==> src/rtl/control_sequencer.sv <==
// control_sequencer: hardwired Moore control unit driving every ALUSystem select/enable.
// Optional CU_SINGLE_STEP_EN adds a STEP input and a WAIT_STEP state between instructions.
module control_sequencer #(
    parameter int MEM_WAIT     = 0,
    parameter bit CLEAR_RF_RST = 1'b1
) (
    input  logic        CLK,
    input  logic        RESET_N,
`ifdef CU_SINGLE_STEP_EN
    input  logic        STEP,
`endif
    input  logic [15:0] IR_Out,
    input  logic [3:0]  ALU_Flag,
    output logic [1:0]  RF_OutASel,
    output logic [1:0]  RF_OutBSel,
    output logic [1:0]  RF_FunSel,
    output logic [3:0]  RF_RegSel,
    output logic [3:0]  ALU_FunSel,
    output logic [1:0]  ARF_OutCSel,
    output logic [1:0]  ARF_OutDSel,
    output logic [1:0]  ARF_FunSel,
    output logic [2:0]  ARF_RegSel,
    output logic        IR_LH,
    output logic        IR_Enable,
    output logic [1:0]  IR_Funsel,
    output logic        Mem_WR,
    output logic        Mem_CS,
    output logic [1:0]  MuxASel,
    output logic [1:0]  MuxBSel,
    output logic        MuxCSel,
    output logic        INSTR_DONE,
    output logic        HALTED
);

    localparam int WW = (MEM_WAIT > 0) ? $clog2(MEM_WAIT + 1) : 1;
    localparam logic [WW-1:0] WAIT_MAX = WW'(MEM_WAIT);

    typedef enum logic [2:0] {
        S_INIT,
        S_FETCH_L,
        S_FETCH_H,
        S_EXEC0,
        S_EXEC1,
`ifdef CU_SINGLE_STEP_EN
        S_WAIT_STEP,
`endif
        S_HALT
    } state_t;

    state_t        r_state;
    state_t        w_next;
    state_t        w_after;
    logic [WW-1:0] r_wait;
    logic          r_z;

    logic [3:0] w_opc;
    logic [1:0] w_rd;
    logic [1:0] w_rs1;
    logic [1:0] w_rs2;
    logic [3:0] w_rd_en;
    logic [3:0] w_alu_fun;
    logic       w_mem;
    logic       w_last;
    logic       w_mem_op;
    logic       w_alu_op;
    logic       w_unused;

    assign w_opc    = IR_Out[15:12];
    assign w_rd     = IR_Out[11:10];
    assign w_rs1    = IR_Out[9:8];
    assign w_rs2    = IR_Out[7:6];
    assign w_rd_en  = ~(4'b1000 >> w_rd);
    assign w_mem    = (r_state == S_FETCH_L) || (r_state == S_FETCH_H) ||
                      (r_state == S_EXEC1);
    assign w_last   = (r_wait == WAIT_MAX);
    assign w_mem_op = (w_opc == 4'h0) || (w_opc == 4'h1);
    assign w_alu_op = (w_opc >= 4'h4) && (w_opc <= 4'hB);
    assign w_unused = ^{IR_Out[5:0], ALU_Flag[2:0]};

`ifdef CU_SINGLE_STEP_EN
    assign w_after = S_WAIT_STEP;
`else
    assign w_after = S_FETCH_L;
`endif

    always_ff @(posedge CLK or negedge RESET_N) begin
        if (!RESET_N) begin
            r_state <= S_INIT;
            r_wait  <= '0;
            r_z     <= 1'b0;
        end else begin
            r_state <= w_next;
            if (w_mem && !w_last) r_wait <= r_wait + 1'b1;
            else                  r_wait <= '0;
            if (r_state == S_EXEC0 && w_alu_op) r_z <= ALU_Flag[3];
        end
    end

    always_comb begin
        w_next = r_state;
        unique case (r_state)
            S_INIT:    w_next = S_FETCH_L;
            S_FETCH_L: if (w_last) w_next = S_FETCH_H;
            S_FETCH_H: if (w_last) w_next = S_EXEC0;
            S_EXEC0: begin
                unique case (1'b1)
                    w_mem_op:         w_next = S_EXEC1;
                    (w_opc == 4'hF):  w_next = S_HALT;
                    default:          w_next = w_after;
                endcase
            end
            S_EXEC1:   if (w_last) w_next = w_after;
`ifdef CU_SINGLE_STEP_EN
            S_WAIT_STEP: if (STEP) w_next = S_FETCH_L;
`endif
            default:   w_next = r_state;
        endcase
    end

    always_comb begin
        w_alu_fun = 4'b0000;
        case (w_opc)
            4'h4:    w_alu_fun = 4'b0100;
            4'h5:    w_alu_fun = 4'b0110;
            4'h6:    w_alu_fun = 4'b0111;
            4'h7:    w_alu_fun = 4'b1000;
            4'h8:    w_alu_fun = 4'b1001;
            4'h9:    w_alu_fun = 4'b0010;
            4'hA:    w_alu_fun = 4'b1010;
            4'hB:    w_alu_fun = 4'b1011;
            default: w_alu_fun = 4'b0000;
        endcase
    end

    // Idle set first; reset low keeps it regardless of state.
    always_comb begin
        RF_OutASel  = 2'b00;
        RF_OutBSel  = 2'b00;
        RF_FunSel   = 2'b00;
        RF_RegSel   = 4'b1111;
        ALU_FunSel  = 4'b0000;
        ARF_OutCSel = 2'b00;
        ARF_OutDSel = 2'b00;
        ARF_FunSel  = 2'b00;
        ARF_RegSel  = 3'b111;
        IR_LH       = 1'b0;
        IR_Enable   = 1'b0;
        IR_Funsel   = 2'b00;
        Mem_WR      = 1'b0;
        Mem_CS      = 1'b1;
        MuxASel     = 2'b00;
        MuxBSel     = 2'b00;
        MuxCSel     = 1'b0;
        INSTR_DONE  = 1'b0;
        HALTED      = 1'b0;
        if (RESET_N) begin
            unique case (r_state)
                S_INIT: begin
                    ARF_FunSel = 2'b11;
                    ARF_RegSel = 3'b000;
                    if (CLEAR_RF_RST) begin
                        RF_FunSel = 2'b11;
                        RF_RegSel = 4'b0000;
                    end
                end
                S_FETCH_L, S_FETCH_H: begin
                    Mem_CS = 1'b0;
                    IR_LH  = (r_state == S_FETCH_H);
                    if (w_last) begin
                        IR_Enable  = 1'b1;
                        IR_Funsel  = 2'b10;
                        ARF_FunSel = 2'b01;
                        ARF_RegSel = 3'b011;
                    end
                end
                S_EXEC0: begin
                    INSTR_DONE = !w_mem_op;
                    unique case (1'b1)
                        w_mem_op: begin
                            MuxBSel    = 2'b01;
                            ARF_FunSel = 2'b10;
                            ARF_RegSel = 3'b101;
                        end
                        (w_opc == 4'h2): begin
                            MuxASel   = 2'b00;
                            RF_FunSel = 2'b10;
                            RF_RegSel = w_rd_en;
                        end
                        (w_opc == 4'h3): begin
                            RF_OutASel = w_rs1;
                            MuxCSel    = 1'b1;
                            MuxASel    = 2'b11;
                            RF_FunSel  = 2'b10;
                            RF_RegSel  = w_rd_en;
                        end
                        w_alu_op: begin
                            RF_OutASel = w_rs1;
                            RF_OutBSel = w_rs2;
                            ALU_FunSel = w_alu_fun;
                            MuxASel    = 2'b11;
                            RF_FunSel  = 2'b10;
                            RF_RegSel  = w_rd_en;
                        end
                        (w_opc == 4'hC) || (w_opc == 4'hD): begin
                            RF_FunSel = (w_opc == 4'hC) ? 2'b01 : 2'b00;
                            RF_RegSel = w_rd_en;
                        end
                        (w_opc == 4'hE): begin
                            if (r_z) begin
                                MuxBSel    = 2'b01;
                                ARF_FunSel = 2'b10;
                                ARF_RegSel = 3'b011;
                            end
                        end
                        default: ;
                    endcase
                end
                S_EXEC1: begin
                    ARF_OutDSel = 2'b10;
                    Mem_CS      = 1'b0;
                    INSTR_DONE  = w_last;
                    if (w_opc == 4'h0) begin
                        MuxASel   = 2'b01;
                        RF_FunSel = 2'b10;
                        RF_RegSel = w_rd_en;
                    end else begin
                        RF_OutASel = w_rd;
                        MuxCSel    = 1'b1;
                        Mem_WR     = w_last;
                    end
                end
                S_HALT: HALTED = 1'b1;
                default: ;
            endcase
        end
    end

endmodule

==> config.mk <==
export PLATFORM = sky130hd
export DESIGN_NAME = control_sequencer
export DESIGN_NICKNAME = d
export VERILOG_FILES = /design/src/rtl/control_sequencer.sv
export SDC_FILE = /design/constraint.sdc
export NUM_CORES = 1
export LEC_CHECK = 0
export CAP_MARGIN = 20
export CORE_ASPECT_RATIO = 1.4
export CORE_MARGIN = 10
export CORE_UTILIZATION = 37
export CTS_CLUSTER_DIAMETER = 60
export DETAILED_ROUTE_END_ITERATION = 10
export GPL_TIMING_DRIVEN = 0
export PLACE_DENSITY = 0.9
export RECOVER_POWER = 25
export SYNTH_ARGS = -nofsm -noshare
export SYNTH_HDL_FRONTEND = slang
export SYNTH_SLANG_ARGS = --single-unit
==> constraint.sdc <==
create_clock -name CLK -period 1.7 [get_ports CLK]
set_input_delay 0.17 -clock CLK [delete_from_list [all_inputs] [get_ports CLK]]
set_output_delay 0.17 -clock CLK [all_outputs]
set_load 0.01 [all_outputs]
==> results of run 1 <==
routing by layer:
metal | global-route usage (%) | up-vias | wire length, um
met5 | 0 | - | 0
met4 | 10.8 | 0 | 224
met3 | 3.03 | 20 | 415
met2 | 26.9 | 83 | 2390
met1 | 14.0 | 623 | 1440
li1 | - | 587 | -
power groups by stage:
| stage | clock, mW | combinational, mW | sequential (mW) |
|---|---|---|---|
| finish | 0.149 | 0.163 | 0.125 |
| global route | 0.155 | 0.175 | 0.125 |
| CTS | 0.150 | 0.145 | 0.121 |
| detailed placement | 0 | 0.127 | 0.123 |
| global placement | 0 | 0.121 | 0.123 |
| floorplan | 0 | 0.0699 | 0.123 |
registers in the layout, indices dropped and copies added (netlist names):
register  cells
r_z           1
r_state       3
r_wait        1
cell usage after synthesis, types with 2 or more instances:
master	count
nor3_1	3
nand2b_1	2
ha_1	10
mux2_2	2
and3_1	2
a21boi_0	2
buf_6	2
a22oi_1	3
inv_1	7
o21ai_0	7
nand2_1	4
a21oi_1	9
nor2_1	12
buf_4	6
dfrtp_1	5
a22o_1	2
o22ai_1	4
nand3_1	9
clkbuf_1	3
and2_1	2
nor2b_1	5
o211ai_1	3
nand4_1	2
o21a_1	2
nor3b_1	3
layout by cell type (no fill, tap or decap), types with 4 or more instances in the layout:
cell             Yosys  final
nand2_1              4      4
nor2b_1              5      4
ha_1                10      4
dfrtp_1              5      4
buf_2                1     17
dlymetal6s2s_1       0      4
buf_4                6     20
a21oi_1              9      6
clkdlybuf4s50_1      0      8
clkbuf_2             0      4
buf_6                2      9
nor2_1              12      8
nand3_4              0      4
conb_1               1      6
repair_timing:
| item | in CTS | in global routing |
|---|---|---|
| pin swaps | 8 | 15 |
| endpoints found under the setup margin | 31 | 29 |
| endpoints found under the hold margin | 5 | 0 |
| gates resized for setup | 127 | 66 |
| hold buffers | 1 | 0 |
| buffers inserted | 10 | 10 |
metrics by stage:
| step | worst slack (ns) | TNS (ns) | area, um^2 |
|---|---|---|---|
| floorplan | 0.0955 | 0 | 936 |
| global placement | -1.00 | -20.02 | 1410 |
| detailed placement | -1.06 | -21.25 | 1410 |
| CTS | -0.309 | -3.06 | 1600 |
| global route | -0.322 | -3.33 | 1780 |
| finish | -0.291 | -2.35 | 1780 |
logic make-up after synthesis:
| family | count (synthesis) |
|---|---|
| AND/OR/NAND/NOR | 48 |
| AO/OA/AOI/OAI | 38 |
| buffers and inverters | 19 |
| adder cells (fa/ha/maj) | 11 |
| flip-flops | 5 |
| multiplexers | 2 |
| other | 1 |
| XOR/XNOR | 1 |
final cells by class:
class | instances | area share (%)
Inverter | 7 | 1.62
Tap cell | 34 | 2.39
Buffer | 10 | 5.28
Clock buffer | 4 | 1.48
Multi-Input combinational cell | 106 | 52.9
Sequential cell | 5 | 7.11
Timing Repair Buffer | 64 | 29.2
final timing paths:
path / to / cells past startpoint
max: RF_RegSel[2] / 5
min: r_z / 1
max reg2reg: r_z / 7
min reg2reg: r_z / 1
max in group asynchronous: r_state[1] / 2
min in group asynchronous: r_z / 2
==> flow_summary.json, run 1 <==
{
  "grt_max_degree": 11,
  "grt_util_all_layers_pct": 14.9,
  "multi_input_area_um2": 940,
  "avgRoutedWirePerCell_um": 19.4,
  "min_from": "r_z",
  "muxShareOfSynthArea_pct": 2.46,
  "antenna_found_initial": 0,
  "reg2reg_from": "r_state[0]",
  "nets": 229,
  "ir_worst_vdd_mv": 0.284,
  "synth_top_family_by_area": "simple AND/OR/NAND/NOR gates",
  "placed_cells": 207,
  "leakage_nw": 0.783,
  "end_kind": "output pin",
  "drt_iter0_drc": 53,
  "clock_power_share_pct": 34.2,
  "first_global_vias": 1284,
  "dr_total_vias": 1313,
  "cpLargestDelayFamily": "simple AND/OR/NAND/NOR gates",
  "layout-drive-gt1-share_pct": 53.6,
  "vias_per_cell": 5.71,
  "row_count": 21,
  "cts_buffer_depth": 2,
  "timing.slew.headroom_pct": 56.1,
  "violations": "negative setup slack",
  "cp.required_ns": 1.53,
  "hold_ws_ns": 0.538,
  "area_growth_pct": 93.7,
  "port-buffer-count": 43,
  "numClockSinks": 5,
  "crit_path_top_delay_cell": "or4b_4",
  "syn_area_per_cell_um2": 7.34,
  "ant_nets": 0,
  "status": "finished, violations left",
  "ff_latch_area_um2": 126,
  "path_cells": "buf_6 -> and3b_2 -> or4b_4 -> o211ai_1 -> buf_2",
  "cts_root_buf": "clkbuf_4",
  "gp_congestion": 0.913,
  "ff2ff_setup_slack_ns": 0.08,
  "crit_start": "r_state[2]",
  "synth_seq_cells": 5,
  "fmax_ghz": 0.502,
  "drc": 0,
  "stdcell_count": 230,
  "hold_class": "reg2reg",
  "ios": 58,
  "yosys.area.top_type": "dfrtp_1",
  "final.fill_count": 167,
  "p_seq_share_pct": 28.5,
  "pwr-share-comb_pct": 37.3,
  "h-tree-depth": 1,
  "synth_top_cells_by_area": "dfrtp_1 (14%), ha_1 (14%), a21oi_1 (4.9%), nand3_1 (4.9%), buf_4 (4.9%)",
  "worstMarginPinSlew_ns": 0.659,
  "cpPeakStageDelay_ns": 0.51,
  "yosys_warnings": 0,
  "synth_top_area_share_pct": 13.6,
  "core-area_mm2": 0.00239,
  "die_x_um": 62.1,
  "synth_edf_count": 0,
  "setup_viol": 16,
  "intPower_mw": 0.285,
  "finalPower_mw": 0.437,
  "synth_xor_area_share_pct": 0.955,
  "netlist_instances": 125,
  "p_switching_mw": 0.152,
  "period_share_pct": 117,
  "cts_tree": "yes",
  "skew_ns": 0.00898,
  "syn-cell-area_um2": 917,
  "fin_crit_ns": 1.99,
  "antenna_cells": 0,
  "clk_pin_slew_worst_paths_ns": 0.05,
  "grt_setup_unrepaired": "yes",
  "synthFlopType": "dfrtp_1",
  "cp.arrival_ns": 1.82,
  "start_kind": "flop",
  "postLayoutCoreUtil_pct": 74.3,
  "cp_max_fo": 7,
  "path_class": "reg2out",
  "place_hpwl_um": 2580,
  "dieArea_mm2": 0.00490,
  "die_h_um": 78.9,
  "initial_core_util_pct": 38.4,
  "clk_latency_ns": 0.26,
  "finalMaxSlewViolations": 0,
  "synthAdderAreaFrac_pct": 14.7,
  "ys_seq_area_share_pct": 13.6,
  "synthDistinctLibCells": 39,
  "drtPass1Iterations": 4,
  "powerDensity_mw_per_mm2": 246,
  "hold_violations": 0,
  "async_reset_ff_share_pct": 100,
  "grt_pass1_wl_um": 5760,
  "synth_compound_area_share_pct": 27.1,
  "fin_ws_ns": -0.291,
  "overflow": 0,
  "numCtsBuffers": 3,
  "crit_buf_inv": 2,
  "synthSimpleGateAreaFrac_pct": 28.6,
  "switching_share_pct": 34.7,
  "max_cap_violations": 0,
  "routed_wl_um": 4470
}
Power figures use the tool's default switching activity.
==> run 2, diff against run 1 <==
--- a/config.mk
+++ b/config.mk
@@ -7,13 +7,15 @@
 export LEC_CHECK = 0
 export CAP_MARGIN = 20
 export CORE_ASPECT_RATIO = 1.4
-export CORE_MARGIN = 10
+export CORE_MARGIN = 2
 export CORE_UTILIZATION = 37
 export CTS_CLUSTER_DIAMETER = 60
 export DETAILED_ROUTE_END_ITERATION = 10
 export GPL_TIMING_DRIVEN = 0
+export MAX_ROUTING_LAYER = met4
 export PLACE_DENSITY = 0.9
 export RECOVER_POWER = 25
+export SLEW_MARGIN = 25
 export SYNTH_ARGS = -nofsm -noshare
 export SYNTH_HDL_FRONTEND = slang
 export SYNTH_SLANG_ARGS = --single-unit
==> run 2 against run 1 <==
Compared with the run above:
- the run still ends with negative setup slack left
- fmax grew 0.66%
- clock power shrank 11%
- first-iteration DRC count fell by 3.8%
- worst hold slack got worse by 0.017 ns
- register-to-register slack improved by 0.21 ns
- critical path depth increased by 1
- power shrank 4.9%
- final cell count down 5.2%
- critical endpoint is now RF_RegSel[0]
==> flow_summary.json, run 2 (synthesis results as in run 1) <==
{
  "status": "finished, violations left",
  "violations": "negative setup slack",
  "grt_util_all_layers_pct": 23.4,
  "fin_area_mm2": 0.00171,
  "fin_crit_ns": 1.98,
  "hold_violations": 0,
  "dpl-instance-area_mm2": 0.00140,
  "switching_share_pct": 31.8,
  "powerDensity_mw_per_mm2": 244,
  "final_common_cell": "buf_4",
  "place_hpwl_um": 2160,
  "cp.required_ns": 1.53,
  "numCtsBuffers": 3,
  "antenna_found_initial": 0,
  "ios": 58,
  "end_kind": "output pin",
  "pwr-share-comb_pct": 38.9,
  "period_share_pct": 116,
  "clk_pin_slew_worst_paths_ns": 0.04,
  "fmax_ghz": 0.506,
  "row_count": 21,
  "top_usage_layer": "met2",
  "drt_iter0_drc": 51,
  "finalMaxSlewViolations": 0,
  "worstMarginPinSlew_ns": 0.627,
  "core-area_mm2": 0.00236,
  "path_class": "in2out",
  "skew_ns": 0.00139,
  "ant_nets": 0,
  "largest_reg_flops": 3,
  "drtPass1Iterations": 4,
  "dieArea_mm2": 0.00290,
  "dr_total_vias": 1272,
  "met1_usage_pct": 25.3,
  "layout-drive-gt1-share_pct": 47.2,
  "die_x_um": 46.1,
  "h-tree-depth": 1,
  "grt_pass1_wl_um": 5170,
  "cp.arrival_ns": 1.81,
  "overflow": 0,
  "grt_use_met3_pct": 2.89,
  "cts_tree": "yes",
  "p_switching_mw": 0.132,
  "top_register": "r_state",
  "antenna_cells": 0,
  "timing.slew.headroom_pct": 58.2,
  "numClockSinks": 5,
  "clock_power_share_pct": 32.0,
  "grt_setup_unrepaired": "yes",
  "nets": 228,
  "grt_max_degree": 11,
  "start_kind": "primary input",
  "intPower_mw": 0.284,
  "pre_cts_ws_ns": -1.10,
  "routed_wl_um": 3640,
  "use_met2_pct": 42.2,
  "area_growth_pct": 85.9,
  "setup_viol": 19,
  "reg_top3": "r_state: 3 flops, r_wait: 1 flops, r_z: 1 flops",
  "first_global_vias": 1167,
  "fin_ws_ns": -0.278,
  "vias_per_cell": 5.83,
  "clk_latency_ns": 0.24,
  "drc": 0,
  "cp_max_fo": 7,
  "cts_root_buf": "clkbuf_4",
  "gp_congestion": 0.899,
  "ir_worst_vdd_mv": 0.418,
  "hold_class": "reg2reg",
  "cts_buffer_depth": 2,
  "leakage_nw": 0.804,
  "port-buffer-count": 43,
  "die_h_um": 62.9,
  "p_seq_share_pct": 29.1,
  "initial_core_util_pct": 38.8,
  "max_cap_violations": 0,
  "avgRoutedWirePerCell_um": 16.7,
  "most-common-layout-cells": "buf_4 (22), buf_2 (13), clkdlybuf4s50_1 (9)"
}
run 2: changes by cell type in the layout (fill, tap and decap cells not counted), moves of 2 or more:
cell | previous run | this run
buf_6 | 9 | 5
nand3_4 | 4 | 2
buf_2 | 17 | 13
clkdlybuf4s18_2 | 2 | 0
dlygate4sd2_1 | 1 | 5
buf_4 | 20 | 22
ha_1 | 4 | 6
nand3_1 | 2 | 4
buf_8 | 2 | 0
ha_2 | 3 | 1
clkdlybuf4s15_2 | 3 | 5
run 2: path summary, 6_finish.rpt:
check,start,endpoint,slack [ns],cells past startpoint
max in group asynchronous,RESET_N,r_state[1],0.68,2
min,r_z,r_z,0.52,1
min in group asynchronous,RESET_N,r_state[2],0.81,2
min reg2reg,r_z,r_z,0.52,1
max,IR_Out[12],RF_RegSel[0],-0.28,6
max reg2reg,r_state[0],r_z,0.29,5
run 2: layer usage:
metal / up-vias / wire length, um
met4: 0 / 134
met3: 16 / 273
met1: 584 / 1310
li1: 586 / -
met5: - / 0
met2: 86 / 1920
run 2: layout make-up:
class | instances | area, um^2
buffer | 11 | 92.6
clock buffer | 4 | 26.3
fill | 179 | 659
inverter | 7 | 26.3
multi-input combinational | 106 | 895
sequential | 5 | 126
tap | 23 | 28.8
timing repair buffer | 62 | 510
run 2: what timing repair did:
item | in CTS | in global routing
pin swaps | 6 | 9
gates resized for setup | 118 | 40
hold buffers | 1 | 0
endpoints found under the hold margin | 5 | 0
setup endpoints to repair | 31 | 27
buffers inserted | 13 | 6
run 2: per-stage QoR:
step           std cells  hold slack (ns)  util, %  TNS [ns]  power, mW
3_3_place_gp         196            0.505     59.0    -19.60      0.244
2_1_floorplan        130           -0.126        -         0      0.193
3_5_place_dp         196            0.507     59.0    -21.38      0.250
5_1_grt              218            0.532     72.1     -4.38      0.444
6_report             218            0.521     72.1     -3.27      0.416
4_1_cts              214            0.518     68.0     -2.96      0.403
run 2: power groups by stage:
| stage | clock network [mW] | logic (mW) | registers, mW |
|---|---|---|---|
| after CTS | 0.136 | 0.146 | 0.121 |
| after floorplan | 0 | 0.0699 | 0.123 |
| final | 0.133 | 0.162 | 0.121 |
| after global placement | 0 | 0.122 | 0.123 |
| after global routing | 0.152 | 0.171 | 0.121 |
| after detailed placement | 0 | 0.127 | 0.123 |
run 2: worst max-delay path, stage by stage:
cell and delay (ns):
clkdlybuf4s15_2 0.23, ha_1 0.31, o21a_1 0.26, or4b_4 0.56, o211ai_1 0.11, buf_2 0.17
==> edit, RTL diff (flow settings as in run 2) <==
Change the parameter `CLEAR_RF_RST` from 1'b1 to 1'b0.
--- a/src/rtl/control_sequencer.sv
+++ b/src/rtl/control_sequencer.sv
@@ -3,5 +3,5 @@
 module control_sequencer #(
     parameter int MEM_WAIT     = 0,
-    parameter bit CLEAR_RF_RST = 1'b1
+    parameter bit CLEAR_RF_RST = 1'b0
 ) (
     input  logic        CLK,
Function: changed (Yosys sat finds a counterexample within 4 cycles, from zero or initial values and one cycle with RESET_N low).
==> edit against run 2 <==
  * The run still ends with setup timing left
  * Wire length decreased by 3.4%
  * Design area decreased by 0.73%
  * Worst hold slack got worse by 33 ps
  * Setup slack improved by 130 ps
  * First-iteration DRC count decreased by 63%
  * Fmax increased by 7.3%
  * Synthesized area increased by 4.1%
  * Sequential cell count unchanged
Power is left out: it rests on default switching activity, and per cell area and clock period it moved more than threefold.
==> edit: results <==
set metrics [dict create \
    track_usage_pct 24.28 \
    fin_ws_ps -144.1 \
    cp_slowest_cell "or3b_4" \
    syn_avg_cell_area_um2 7.517 \
    grt_pass1_vias 1204 \
    routabilityCongestion 0.8926 \
    vias_per_cell 5.374 \
    wl_met2_um 1962 \
    path_max_fanout 4 \
    synth_area_leaders "dfrtp_1 13%, ha_1 12%, buf_4 6.3%" \
    cp-startpoint "r_state[1]$_DFFE_PN0P_" \
    outcome "finished, violations left" \
    r2r_start "r_state[2]$_DFFE_PN0P_" \
    worstPathArrival_ps 1670 \
    tns_ps -564.3 \
    synth_common_cells "13 x nor2_1, 9 x ha_1, 9 x nand2_1" \
    max_stage_delay_ps 450 \
    wl_per_cell_um 15.48 \
    dr.first_iter.drc_count 19 \
    setup_violations 9 \
    dp.final_hpwl_um 2093 \
    grt_pass1_wl_um 5326 \
    synth_seq_area_share_pct 13.11 \
    finalNetCount 225 \
    drt-met1-wl_um 1360 \
    violations "setup timing" \
]
==> edit: cell count changes in the layout (fill, tap and decap cells not counted), moves of 4 or more <==
cell	delta
dlymetal6s2s_1	-5
buf_4	-7
nand2_1	+4
clkbuf_2	+9
==> edit: kinds of logic after synthesis <==
| kind of cell | Yosys count | share of synthesized area (%) |
|---|---|---|
| AO/OA/AOI/OAI | 32 | 23.07 |
| AND/OR/NAND/NOR | 55 | 34.34 |
| flip-flops | 5 | 13.11 |
| buffers and inverters | 20 | 12.06 |
| XOR/XNOR | 2 | 1.835 |
| multiplexers | 2 | 2.359 |
| adder cells (fa/ha/maj) | 10 | 12.84 |
| other | 1 | 0.3928 |
==> edit: what timing repair did <==
| action | in CTS | in global routing |
|---|---|---|
| setup endpoints to repair | 32 | 27 |
| buffers inserted | 11 | 4 |
| gates resized for setup | 132 | 37 |
| hold buffers | 1 | 0 |
| pin swaps | 14 | 10 |
| hold endpoints to repair | 5 | 0 |
| gates cloned | 1 | 0 |
==> edit: worst max path at each step <==
stage                         to  slack (ps)
global placement      MuxBSel[0]        -750
floorplan           IR_Funsel[1]         240
detailed placement    MuxBSel[0]        -800
global route          INSTR_DONE        -160
CTS                   INSTR_DONE        -140
finish                INSTR_DONE        -140
==> edit: metrics by stage <==
step	setup WS (ps)	hold WS (ps)
3_5_place_dp	-803.1	425.4
5_1_grt	-157.4	525.5
6_report	-144.1	487.9
4_1_cts	-135.7	423.3
3_3_place_gp	-750.0	411.5
2_1_floorplan	237.2	-125.6
==> edit: per-layer routing <==
layer	vias to the layer above	track usage, %
li1	576	-
met1	591	25.78
met2	49	43.84
met3	4	2.825
met4	0	7.986
met5	-	-
==> edit: layout make-up <==
| type | count | area [um^2] |
|---|---|---|
| fillers | 185 | 724.4 |
| clock buffers | 4 | 26.28 |
| plain buffers | 11 | 87.58 |
| well taps | 34 | 42.54 |
| multi-input cells | 108 | 908.4 |
| inverters | 6 | 22.52 |
| repair buffers | 59 | 478.0 |
| flip-flops and latches | 5 | 127.6 |
